`config.mk`:
```
export PLATFORM = sky130hd
export DESIGN_NAME = integral_acc_mc_flat
export DESIGN_NICKNAME = d
export VERILOG_FILES = /design/src/rtl/pid_pkg.sv /design/src/rtl/integral_acc_mc_if.sv /design/src/rtl/integral_acc_mc_int_sat.sv /design/src/rtl/integral_acc_mc.sv /design/src/flat_wrapper.sv
export SDC_FILE = /design/constraint.sdc
export NUM_CORES = 1
export LEC_CHECK = 0
export CORE_MARGIN = 1
export CORE_UTILIZATION = 61
export DETAILED_ROUTE_END_ITERATION = 8
export GPL_TIMING_DRIVEN = 1
export PLACE_DENSITY = 0.88
export SYNTH_ARGS = -nofsm -noshare
export SYNTH_HDL_FRONTEND = slang
export SYNTH_SLANG_ARGS = --single-unit
```
`constraint.sdc`:
```
create_clock -name clk -period 8.7 [get_ports clk]
set_clock_uncertainty 0.05 [all_clocks]
set_input_delay 2.175 -clock clk [delete_from_list [all_inputs] [get_ports clk]]
set_output_delay 2.175 -clock clk [all_outputs]
set_load 0.01 [all_outputs]
```
`src/rtl/pid_pkg.sv`:
```
// Shared PID-path types: integrator FSM states, mode encodings and default widths.
package pid_pkg;

  typedef enum logic [1:0] {
    IDLE  = 2'd0,
    SUM   = 2'd1,
    ACC   = 2'd2,
    CLAMP = 2'd3
  } state_e;

  localparam logic MODE_TRAP = 1'b0;
  localparam logic MODE_RECT = 1'b1;

  localparam int unsigned ADC_WIDTH_DEF = 13;
  localparam int unsigned ACC_WIDTH_DEF = 2 * ADC_WIDTH_DEF;
  localparam int unsigned N_CH_DEF      = 4;
  localparam int unsigned CH_W_DEF      = 2;

endpackage

```
`src/rtl/integral_acc_mc_if.sv`:
```
// Request/result bundle between the error subtractor, the integrator and the PID sum stage.
interface integral_acc_mc_if
  import pid_pkg::*;
#(
  parameter int unsigned ADC_WIDTH = ADC_WIDTH_DEF,
  parameter int unsigned ACC_WIDTH = ACC_WIDTH_DEF,
  parameter int unsigned CH_W      = CH_W_DEF
);
  logic                        int_en;
  logic                        int_clr;
  logic [CH_W-1:0]             chan;
  logic                        mode;
  logic signed [ADC_WIDTH-1:0] cur_error;
  logic [ACC_WIDTH-2:0]        int_limit;
  logic                        busy;
  logic                        int_valid;
  logic [CH_W-1:0]             int_chan;
  logic signed [ACC_WIDTH-1:0] int_out;
  logic                        int_sat;
  logic                        req_drop;

  modport master (
    output int_en, int_clr, chan, mode, cur_error, int_limit,
    input  busy, int_valid, int_chan, int_out, int_sat, req_drop
  );

  modport slave (
    input  int_en, int_clr, chan, mode, cur_error, int_limit,
    output busy, int_valid, int_chan, int_out, int_sat, req_drop
  );
endinterface

```
`src/rtl/integral_acc_mc_int_sat.sv`:
```
// Symmetric signed clamp of the widened accumulator sum to [-limit, +limit].
module int_sat #(
  parameter int unsigned ACC_WIDTH = 26
) (
  input  logic signed [ACC_WIDTH:0]   acc_next_i,
  input  logic        [ACC_WIDTH-2:0] limit_i,
  output logic signed [ACC_WIDTH-1:0] res_c_o,
  output logic                        sat_c_o
);
  logic signed [ACC_WIDTH:0] pos_lim;
  logic signed [ACC_WIDTH:0] neg_lim;

  always_comb begin
    pos_lim = $signed({2'b00, limit_i});
    neg_lim = -pos_lim;
    res_c_o = acc_next_i[ACC_WIDTH-1:0];
    sat_c_o = 1'b0;
    if (acc_next_i > pos_lim) begin
      res_c_o = pos_lim[ACC_WIDTH-1:0];
      sat_c_o = 1'b1;
    end else if (acc_next_i < neg_lim) begin
      res_c_o = neg_lim[ACC_WIDTH-1:0];
      sat_c_o = 1'b1;
    end
  end
endmodule

```
`src/rtl/integral_acc_mc.sv`:
```
// Multi-channel trapezoidal/rectangular error integrator with anti-windup clamp,
// one shared datapath time-multiplexed over N_CH channel register files.
module integral_acc_mc
  import pid_pkg::*;
#(
  parameter int unsigned ADC_WIDTH = ADC_WIDTH_DEF,
  parameter int unsigned ACC_WIDTH = 2 * ADC_WIDTH,
  parameter int unsigned N_CH      = N_CH_DEF
) (
  input logic              clk,
  input logic              rst,
  integral_acc_mc_if.slave bus_if
);
  localparam int unsigned CH_W = (N_CH > 1) ? $clog2(N_CH) : 1;
  localparam int unsigned ESW  = ADC_WIDTH + 1;
  localparam int unsigned AW1  = ACC_WIDTH + 1;

  state_e state_q, state_d;
  logic [CH_W-1:0]             ch_q, ch_d;
  logic                        mode_q, mode_d;
  logic signed [ADC_WIDTH-1:0] cur_q, cur_d;
  logic signed [ESW-1:0]       esum_q, esum_d;

  logic                        busy_q;
  logic                        valid_q;
  logic [CH_W-1:0]             int_chan_q;
  logic signed [ACC_WIDTH-1:0] int_out_q;
  logic                        sat_q;
  logic                        drop_q;

  logic signed [ACC_WIDTH-1:0] acc_mem_q [N_CH];
  logic signed [ADC_WIDTH-1:0] old_mem_q [N_CH];

  logic                        accept_win;
  logic                        chan_ok;
  logic                        do_int;
  logic                        do_clr;
  logic                        drop_d;
  logic signed [AW1-1:0]       acc_next;
  logic signed [ACC_WIDTH-1:0] clamp_res;
  logic                        clamp_sat;

  // CLAMP only presents the registered result, so it takes new requests like IDLE.
  always_comb begin
    accept_win = (state_q == IDLE) || (state_q == CLAMP);
    chan_ok    = 32'(bus_if.chan) < N_CH;
    do_clr     = accept_win && chan_ok && bus_if.int_clr;
    do_int     = accept_win && chan_ok && bus_if.int_en && !bus_if.int_clr;
    drop_d     = ((bus_if.int_en || bus_if.int_clr) && (!accept_win || !chan_ok)) ||
                 (accept_win && chan_ok && bus_if.int_en && bus_if.int_clr);
    acc_next   = AW1'(acc_mem_q[ch_q]) + AW1'(esum_q);
  end

  int_sat #(.ACC_WIDTH(ACC_WIDTH)) u_int_sat (
    .acc_next_i (acc_next),
    .limit_i    (bus_if.int_limit),
    .res_c_o    (clamp_res),
    .sat_c_o    (clamp_sat)
  );

  always_comb begin
    state_d = state_q;
    ch_d    = ch_q;
    mode_d  = mode_q;
    cur_d   = cur_q;
    esum_d  = esum_q;
    case (state_q)
      IDLE, CLAMP: begin
        state_d = IDLE;
        if (do_int) begin
          ch_d    = bus_if.chan;
          mode_d  = bus_if.mode;
          cur_d   = bus_if.cur_error;
          state_d = SUM;
        end
      end
      SUM: begin
        if (mode_q == MODE_RECT) begin
          esum_d = {cur_q, 1'b0};
        end else begin
          esum_d = ESW'(cur_q) + ESW'(old_mem_q[ch_q]);
        end
        state_d = ACC;
      end
      ACC:     state_d = CLAMP;
      default: state_d = IDLE;
    endcase
  end

  always_ff @(posedge clk) begin
    if (rst) begin
      state_q    <= IDLE;
      ch_q       <= '0;
      mode_q     <= MODE_TRAP;
      cur_q      <= '0;
      esum_q     <= '0;
      busy_q     <= 1'b0;
      valid_q    <= 1'b0;
      int_chan_q <= '0;
      int_out_q  <= '0;
      sat_q      <= 1'b0;
      drop_q     <= 1'b0;
      for (int i = 0; i < int'(N_CH); i++) begin
        acc_mem_q[i] <= '0;
        old_mem_q[i] <= '0;
      end
    end else begin
      state_q <= state_d;
      ch_q    <= ch_d;
      mode_q  <= mode_d;
      cur_q   <= cur_d;
      esum_q  <= esum_d;
      busy_q  <= (state_d != IDLE);
      valid_q <= (state_q == ACC);
      drop_q  <= drop_d;
      // Result and channel write-back land together so a reset before this edge leaves no trace.
      if (state_q == ACC) begin
        int_out_q       <= clamp_res;
        sat_q           <= clamp_sat;
        int_chan_q      <= ch_q;
        acc_mem_q[ch_q] <= clamp_res;
        old_mem_q[ch_q] <= cur_q;
      end
      if (do_clr) begin
        acc_mem_q[bus_if.chan] <= '0;
        old_mem_q[bus_if.chan] <= '0;
      end
    end
  end

  assign bus_if.busy      = busy_q;
  assign bus_if.int_valid = valid_q;
  assign bus_if.int_chan  = int_chan_q;
  assign bus_if.int_out   = int_out_q;
  assign bus_if.int_sat   = sat_q;
  assign bus_if.req_drop  = drop_q;
endmodule

```
`src/flat_wrapper.sv`:
```
// flat-port wrapper written by rule: the top's interface ports become plain ports
module integral_acc_mc_flat import pid_pkg::*;
#(
  parameter int unsigned ADC_WIDTH = ADC_WIDTH_DEF,
  parameter int unsigned ACC_WIDTH = 2 * ADC_WIDTH,
  parameter int unsigned N_CH      = N_CH_DEF
)
  (clk, rst, bus_if_int_en, bus_if_int_clr, bus_if_chan, bus_if_mode, bus_if_cur_error, bus_if_int_limit, bus_if_busy, bus_if_int_valid, bus_if_int_chan, bus_if_int_out, bus_if_int_sat, bus_if_req_drop);
  integral_acc_mc_if #(.ADC_WIDTH(ADC_WIDTH), .ACC_WIDTH(ACC_WIDTH), .CH_W(2)) bus_if_i ();
  input logic clk;
  input logic rst;
  input wire logic [$bits(bus_if_i.int_en)-1:0] bus_if_int_en;
  input wire logic [$bits(bus_if_i.int_clr)-1:0] bus_if_int_clr;
  input wire logic [$bits(bus_if_i.chan)-1:0] bus_if_chan;
  input wire logic [$bits(bus_if_i.mode)-1:0] bus_if_mode;
  input wire logic [$bits(bus_if_i.cur_error)-1:0] bus_if_cur_error;
  input wire logic [$bits(bus_if_i.int_limit)-1:0] bus_if_int_limit;
  output wire logic [$bits(bus_if_i.busy)-1:0] bus_if_busy;
  output wire logic [$bits(bus_if_i.int_valid)-1:0] bus_if_int_valid;
  output wire logic [$bits(bus_if_i.int_chan)-1:0] bus_if_int_chan;
  output wire logic [$bits(bus_if_i.int_out)-1:0] bus_if_int_out;
  output wire logic [$bits(bus_if_i.int_sat)-1:0] bus_if_int_sat;
  output wire logic [$bits(bus_if_i.req_drop)-1:0] bus_if_req_drop;
  assign bus_if_i.int_en = bus_if_int_en;
  assign bus_if_i.int_clr = bus_if_int_clr;
  assign bus_if_i.chan = bus_if_chan;
  assign bus_if_i.mode = bus_if_mode;
  assign bus_if_i.cur_error = bus_if_cur_error;
  assign bus_if_i.int_limit = bus_if_int_limit;
  assign bus_if_busy = bus_if_i.busy;
  assign bus_if_int_valid = bus_if_i.int_valid;
  assign bus_if_int_chan = bus_if_i.int_chan;
  assign bus_if_int_out = bus_if_i.int_out;
  assign bus_if_int_sat = bus_if_i.int_sat;
  assign bus_if_req_drop = bus_if_i.req_drop;
  integral_acc_mc #(.ADC_WIDTH(ADC_WIDTH), .ACC_WIDTH(ACC_WIDTH), .N_CH(N_CH)) u_core (.clk(clk), .rst(rst), .bus_if(bus_if_i));
endmodule
```
# After elaboration in Yosys (flattened, before gate mapping)
# Memory sizes are Yosys's and may differ from the RTL's. A register that Yosys moved wholly into a read port is not among the register bits.
# Cells that the tools add are included.
[totals] ff_bits=64 ramBits=156 out_inout_bits=32 mem_count=2
[classes] n_addsub=3 n_lt_le_gt_ge=2 eq_ne=3 muxes=31 reduce_logical=18
[mem_list] name="u_core.acc_mem_q" depth=4 word_bits=26 rd=1 rd_ports_with_merged_regs=1 write_ports=4 line="integral_acc_mc.sv:31" text="logic signed [ACC_WIDTH-1:0] acc_mem_q [N_CH];"
[mem_list] name="u_core.old_mem_q" depth=4 word_bits=13 rd=1 rd_ports_with_merged_regs=1 write_ports=4 line="integral_acc_mc.sv:32" text="logic signed [ADC_WIDTH-1:0] old_mem_q [N_CH];"
[ops] op="26-bit two-way mux" count=4
[ops] op="26-bit OR reduction" count=2
[ops] op="26-bit by 14-bit adder with 27-bit output" count=1
[ops] op="27-bit by 26-bit greater-than comparator with 1-bit output" count=1
[ops] op="27-bit < comparator" count=1
[ops] op="25-bit negation with 27-bit output" count=1
[ops] op="13-bit two-way mux" count=2
[ops] op="13-bit OR reduction" count=2
[ops] op="2-bit two-way mux" count=8
[ops] op="1-bit two-way mux" count=15
[ops] op="13-bit by 13-bit adder with 14-bit output" count=1
[ops] op="14-bit two-way mux" count=1
[ops] op="2-bit case mux with 3 select lines" count=1
[ops] op="1-bit logical AND" count=5
[ops] op="2-bit == test, second input constant" count=2
[ops] op="1-bit logical OR" count=3
[ops] op="2-bit by 1-bit == test with 1-bit output, second input constant" count=1
[ops] op="1-bit logical NOT" count=2
[ops] op="2-bit logical NOT" count=1
[ops] op="2-bit AND reduction" count=1
[ops] op="2-bit nonzero test" count=1
[ops] op="2-bit OR reduction" count=1

# Longest topological paths before layout
[depth] word_depth=8 depth_mapped=27 ltp_nobuf=24

# Cells and area by module
# Synthesis repeated with hierarchy kept, for this count alone.
[hier_totals] cells_unflattened=1302 hier_area_um2=13252.7
[modules_own_cells] mod="integral_acc_mc" n_inst=1 cells_per_inst=964 area_per_inst_um2=10875.4
[modules_own_cells] mod="int_sat" n_inst=1 cells_per_inst=338 area_per_inst_um2=2377.3

# Least setup slack after synthesis
# Ideal clock, no wire load.
[synth_path] kind="input-to-reg" from="input port bus_if_int_limit[0]" to="memory u_core.acc_mem_q[0][4], data pin" setup_time_ns=0.275 t_arrival_ns=6.431 t_required_ns=8.375 path_slack_ns=1.944 cell_stages=22 n_path_buf=3 path_cell_list="nor3_2 nand3_1 or3_1 or3_1 or4_1 clkbuf_1 nor2_1 nand4_1 xnor2_1 ha_1 nand4_1 nor2_1 nand4_1 a31oi_1 a211oi_1 maj3_1 o21ai_1 clkbuf_1 buf_2 nor2_1 o21ai_0 a21oi_1"
[synth_rtl] element="start: declaration" line="flat_wrapper.sv:17" text="input wire logic [$bits(bus_if_i.int_limit)-1:0] bus_if_int_limit;"
[synth_rtl] element="end: declaration" line="integral_acc_mc.sv:31"

==> flow_summary.json <==
{
  "worst-slew-pin-transition_ns": 1.26,
  "grt_use_total_pct": 33.7,
  "syn_area_per_cell_um2": 10.3,
  "p_int_uw": 2050,
  "finalSetupViolCount": 0,
  "ys_ff_latch": 222,
  "tns_ns": 0,
  "fin_cells": 1639,
  "start_util_pct": 62.8,
  "core_area_um2": 21200,
  "ys_warn_count": 0,
  "ctsResizeCount": 0,
  "crit_buf_inv": 2,
  "synthCells": 1293,
  "drt_iter0_markers": 1154,
  "p_leak_uw": 0.00583,
  "report.final.slew_viol_count": 0,
  "cp_top_family": "simple AND/OR/NAND/NOR gates",
  "hp-class": "flip-flop to flip-flop",
  "clock-sinks": 222,
  "power_frac_clock_pct": 32.2,
  "dp_hpwl_um": 24700,
  "async_flop_share_pct": 0,
  "vias": 10900,
  "cap_violations": 0,
  "finalWirelength_um": 36700,
  "root_buffer": "clkbuf_16",
  "port_buffers": 76,
  "crit_chain": "buf_4 -> mux4_2 -> ha_1 -> a211oi_1 -> nor4b_2 -> or2_2 -> o22ai_1 -> nand2b_1 -> mux2i_1 -> o311ai_0 -> ha_1 -> and2_1 -> nand2_1 -> nor3_1 -> mux2i_1 -> o21bai_1 -> or2_2 -> buf_4 -> mux2i_1 -> nor2_1",
  "crit_slowest_cell": "dfxtp_2",
  "dieArea_um2": 22400,
  "clockBufferDepth": 3,
  "rsz0062_at_grt": "no",
  "arrival_ns": 7.93,
  "dieHeight_um": 150,
  "antennaDiodeCount": 0,
  "grt_start_max_net_pins": 51,
  "hold-worst-slack_ns": 0.418,
  "ys_seq_area_share_pct": 45.2,
  "netlist.top_cell.by_area": "edfxtp_1",
  "crit_fanout": 20,
  "clock_latency_ns": 0.54,
  "cts_tree": "built",
  "area_delta_synth_final_pct": 12.9,
  "synth_fp_nets": 1431,
  "route.detailed.drc": 0,
  "rows": 53,
  "required_ns": 8.91,
  "end_kind": "flip-flop",
  "status": "complete, no violations",
  "final_nets": 1485,
  "setup.worst_path.class": "flip-flop to flip-flop",
  "drt_first_pass_iters": 5,
  "drive_above_1_share_pct": 10.3,
  "ios": 77,
  "die_x_um": 150,
  "seqPwrFrac_pct": 41.0,
  "swShare_pct": 32.3,
  "synth_edf_count": 156,
  "final_hold_viol_count": 0,
  "cp_slowest_stage_delay_ns": 0.64,
  "yosysUniqueCellTypes": 76,
  "ir_drop_uv": 157,
  "numCtsBuffers": 23,
  "vias_per_cell": 6.65,
  "post_drt_wl_per_cell_um": 22.4,
  "hold_buffers": 0,
  "synth_top_area_share_pct": 35.3,
  "power.switching_uw": 980,
  "fin_crit_ns": 7.72,
  "cp-start-kind": "flip-flop",
  "relSlewSlack_pct": 15.5,
  "synthTopCellsByArea": "edfxtp_1, dfxtp_1, ha_1",
  "syn_area_um2": 13300,
  "p_per_area_nw_per_um2": 202,
  "post-route-period-util_pct": 88.8,
  "antenna_found_initial": 0,
  "crit_top_cell": "mux2i_1",
  "grt-ovfl-total": 0,
  "dp.cells": 1597,
  "clkTransAtPathRegs_ns": 0.06,
  "max_freq_ghz": 0.129,
  "grt_pass1_wl_um": 57500,
  "antenna_left": 0,
  "cts_setup_buffers": 0,
  "fillers": 1426,
  "gp_congestion": 0.989,
  "htreeDepth": 1,
  "yosys_most_used_dff": "edfxtp_1",
  "grt_pass1_vias": 10900,
  "combPwrFrac_pct": 26.8
}
[synthesized netlist by cell type (all sizes together) (3+ instances only)]
cell,count
nor4,8
edfxtp,156
a22oi,3
o211ai,14
clkbuf,47
xor2,8
nand2,119
a311oi,8
and2,10
nand3b,4
mux4,39
or2,13
nor3,61
o21bai,7
nor2b,9
o21ai,61
mux2i,19
nand2b,22
a21boi,3
a21o,22
ha,91
or4,3
or3,11
nor3b,6
o21a,11
o22ai,9
a211o,3
a211oi,14
o211a,3
inv,69
xnor2,38
nand4,13
nor2,148
a31oi,5
buf,19
dfxtp,66
nor4b,4
and3,7
nand3,19
o31ai,7
a21oi,88
[per-layer routing]
layer  vias to the layer above  track usage [%]  part of all wire [%]  wire (µm)
met5                         -                0                     0          0
li1                       4867                -                     -          -
met1                      5228             41.7                    37      13500
met3                       145             4.51                   9.0       3300
met4                         0             18.5                   5.4       1980
met2                       659             56.9                    49      17900
[worst reg2reg max path, delay by kind of cell, from the launching register on]
family                   cells  cell delay, ns
flip-flops                   1            0.64
buffers and inverters        2            0.85
AO/OA/AOI/OAI                4            1.55
AND/OR/NAND/NOR              8            2.15
multiplexers                 4            1.40
adder cells (fa/ha/maj)      2            0.79
[path summary, 6_finish.rpt]
path / cells past startpoint / startpoint / endpoint / slack (ns)
hold / removal: 2 / u_core.bus_if.int_out[21]$_SDFFE_PP0P_ / u_core.bus_if.int_out[21]$_SDFFE_PP0P_ / 0.42
hold reg to reg: 2 / u_core.bus_if.int_out[21]$_SDFFE_PP0P_ / u_core.bus_if.int_out[21]$_SDFFE_PP0P_ / 0.42
setup / recovery: 20 / flip-flop / u_core.acc_mem_q[1][1]$_SDFFCE_PN0P_ / 0.98
setup reg to reg: 20 / flip-flop / u_core.acc_mem_q[1][1]$_SDFFCE_PN0P_ / 0.98
[state kept, by name (all words and copies together), names as in the netlist, named ones only]
name,count
u_core.state_q,2
u_core.bus_if.int_chan,2
u_core.bus_if.req_drop,1
u_core.bus_if.int_valid,1
u_core.ch_q,2
u_core.mode_q,1
u_core.bus_if.busy,1
u_core.bus_if.int_sat,1
u_core.bus_if.int_out,26
u_core.cur_q,13
u_core.acc_mem_q,104
u_core.old_mem_q,52
u_core.esum_q,14
[cell families (layout without fill, tap and decap cells)]
family	after synthesis	count (layout)	share of synthesized area, %
AO/OA/AOI/OAI	277	277	13.4
XOR/XNOR	46	46	3.03
adder cells (fa/ha/maj)	94	94	8.95
buffers and inverters	135	206	4.22
flip-flops	222	222	45.2
multiplexers	59	59	8.79
AND/OR/NAND/NOR	460	460	16.4
[power by group through the flow]
stage          Sequential (µW)  Clock (µW)  Combinational, µW
2_1_floorplan             1250           0                556
3_3_place_gp              1260           0                756
3_5_place_dp              1260           0                781
4_1_cts                   1240         971                792
5_1_grt                   1250        1020                870
6_report                  1240         975                812
[layout by cell type, fill, tap and decap left out, drive strengths merged, types with 5 or more instances in the layout]
cell type / instances
xnor2: 38
a21o: 22
buf: 20
clkdlybuf4s50: 75
nand4: 13
and2: 10
clkbuf: 29
ha: 91
mux4: 39
or3: 11
inv: 70
edfxtp: 156
a31oi: 5
o21bai: 7
or2: 13
nor4: 8
a311oi: 8
nor2b: 9
nor3b: 6
o21a: 11
and3: 7
a21oi: 88
o22ai: 9
o211ai: 14
nand2: 119
nor2: 148
nand3: 19
a211oi: 14
mux2i: 19
dfxtp: 66
o31ai: 7
nand2b: 22
nor3: 61
xor2: 8
o21ai: 61
clkinv: 9
[stage by stage]
step / worst slack, ns / util [%] / instance area [µm²] / total power (µW)
final: 0.977 / 70.9 / 15000 / 3030
after global routing: 0.698 / 70.9 / 15000 / 3130
after CTS: 1.15 / 70.9 / 15000 / 3010
after detailed placement: 0.873 / 67.4 / 14300 / 2050
after global placement: 1.08 / 67.4 / 14300 / 2010
after floorplan: 1.94 / - / 13300 / 1810
[layout make-up]
type / count / area (µm²) / share of cell area (%)
Multi-Input combinational cell: 936 / 6740 / 45.0
Sequential cell: 222 / 6010 / 40.1
Timing Repair Buffer: 95 / 911 / 6.07
Clock buffer: 29 / 618 / 4.12
Tap cell: 275 / 344 / 2.29
Inverter: 69 / 259 / 1.73
Clock inverter: 13 / 113 / 0.751
Power figures use the tool's default switching activity.
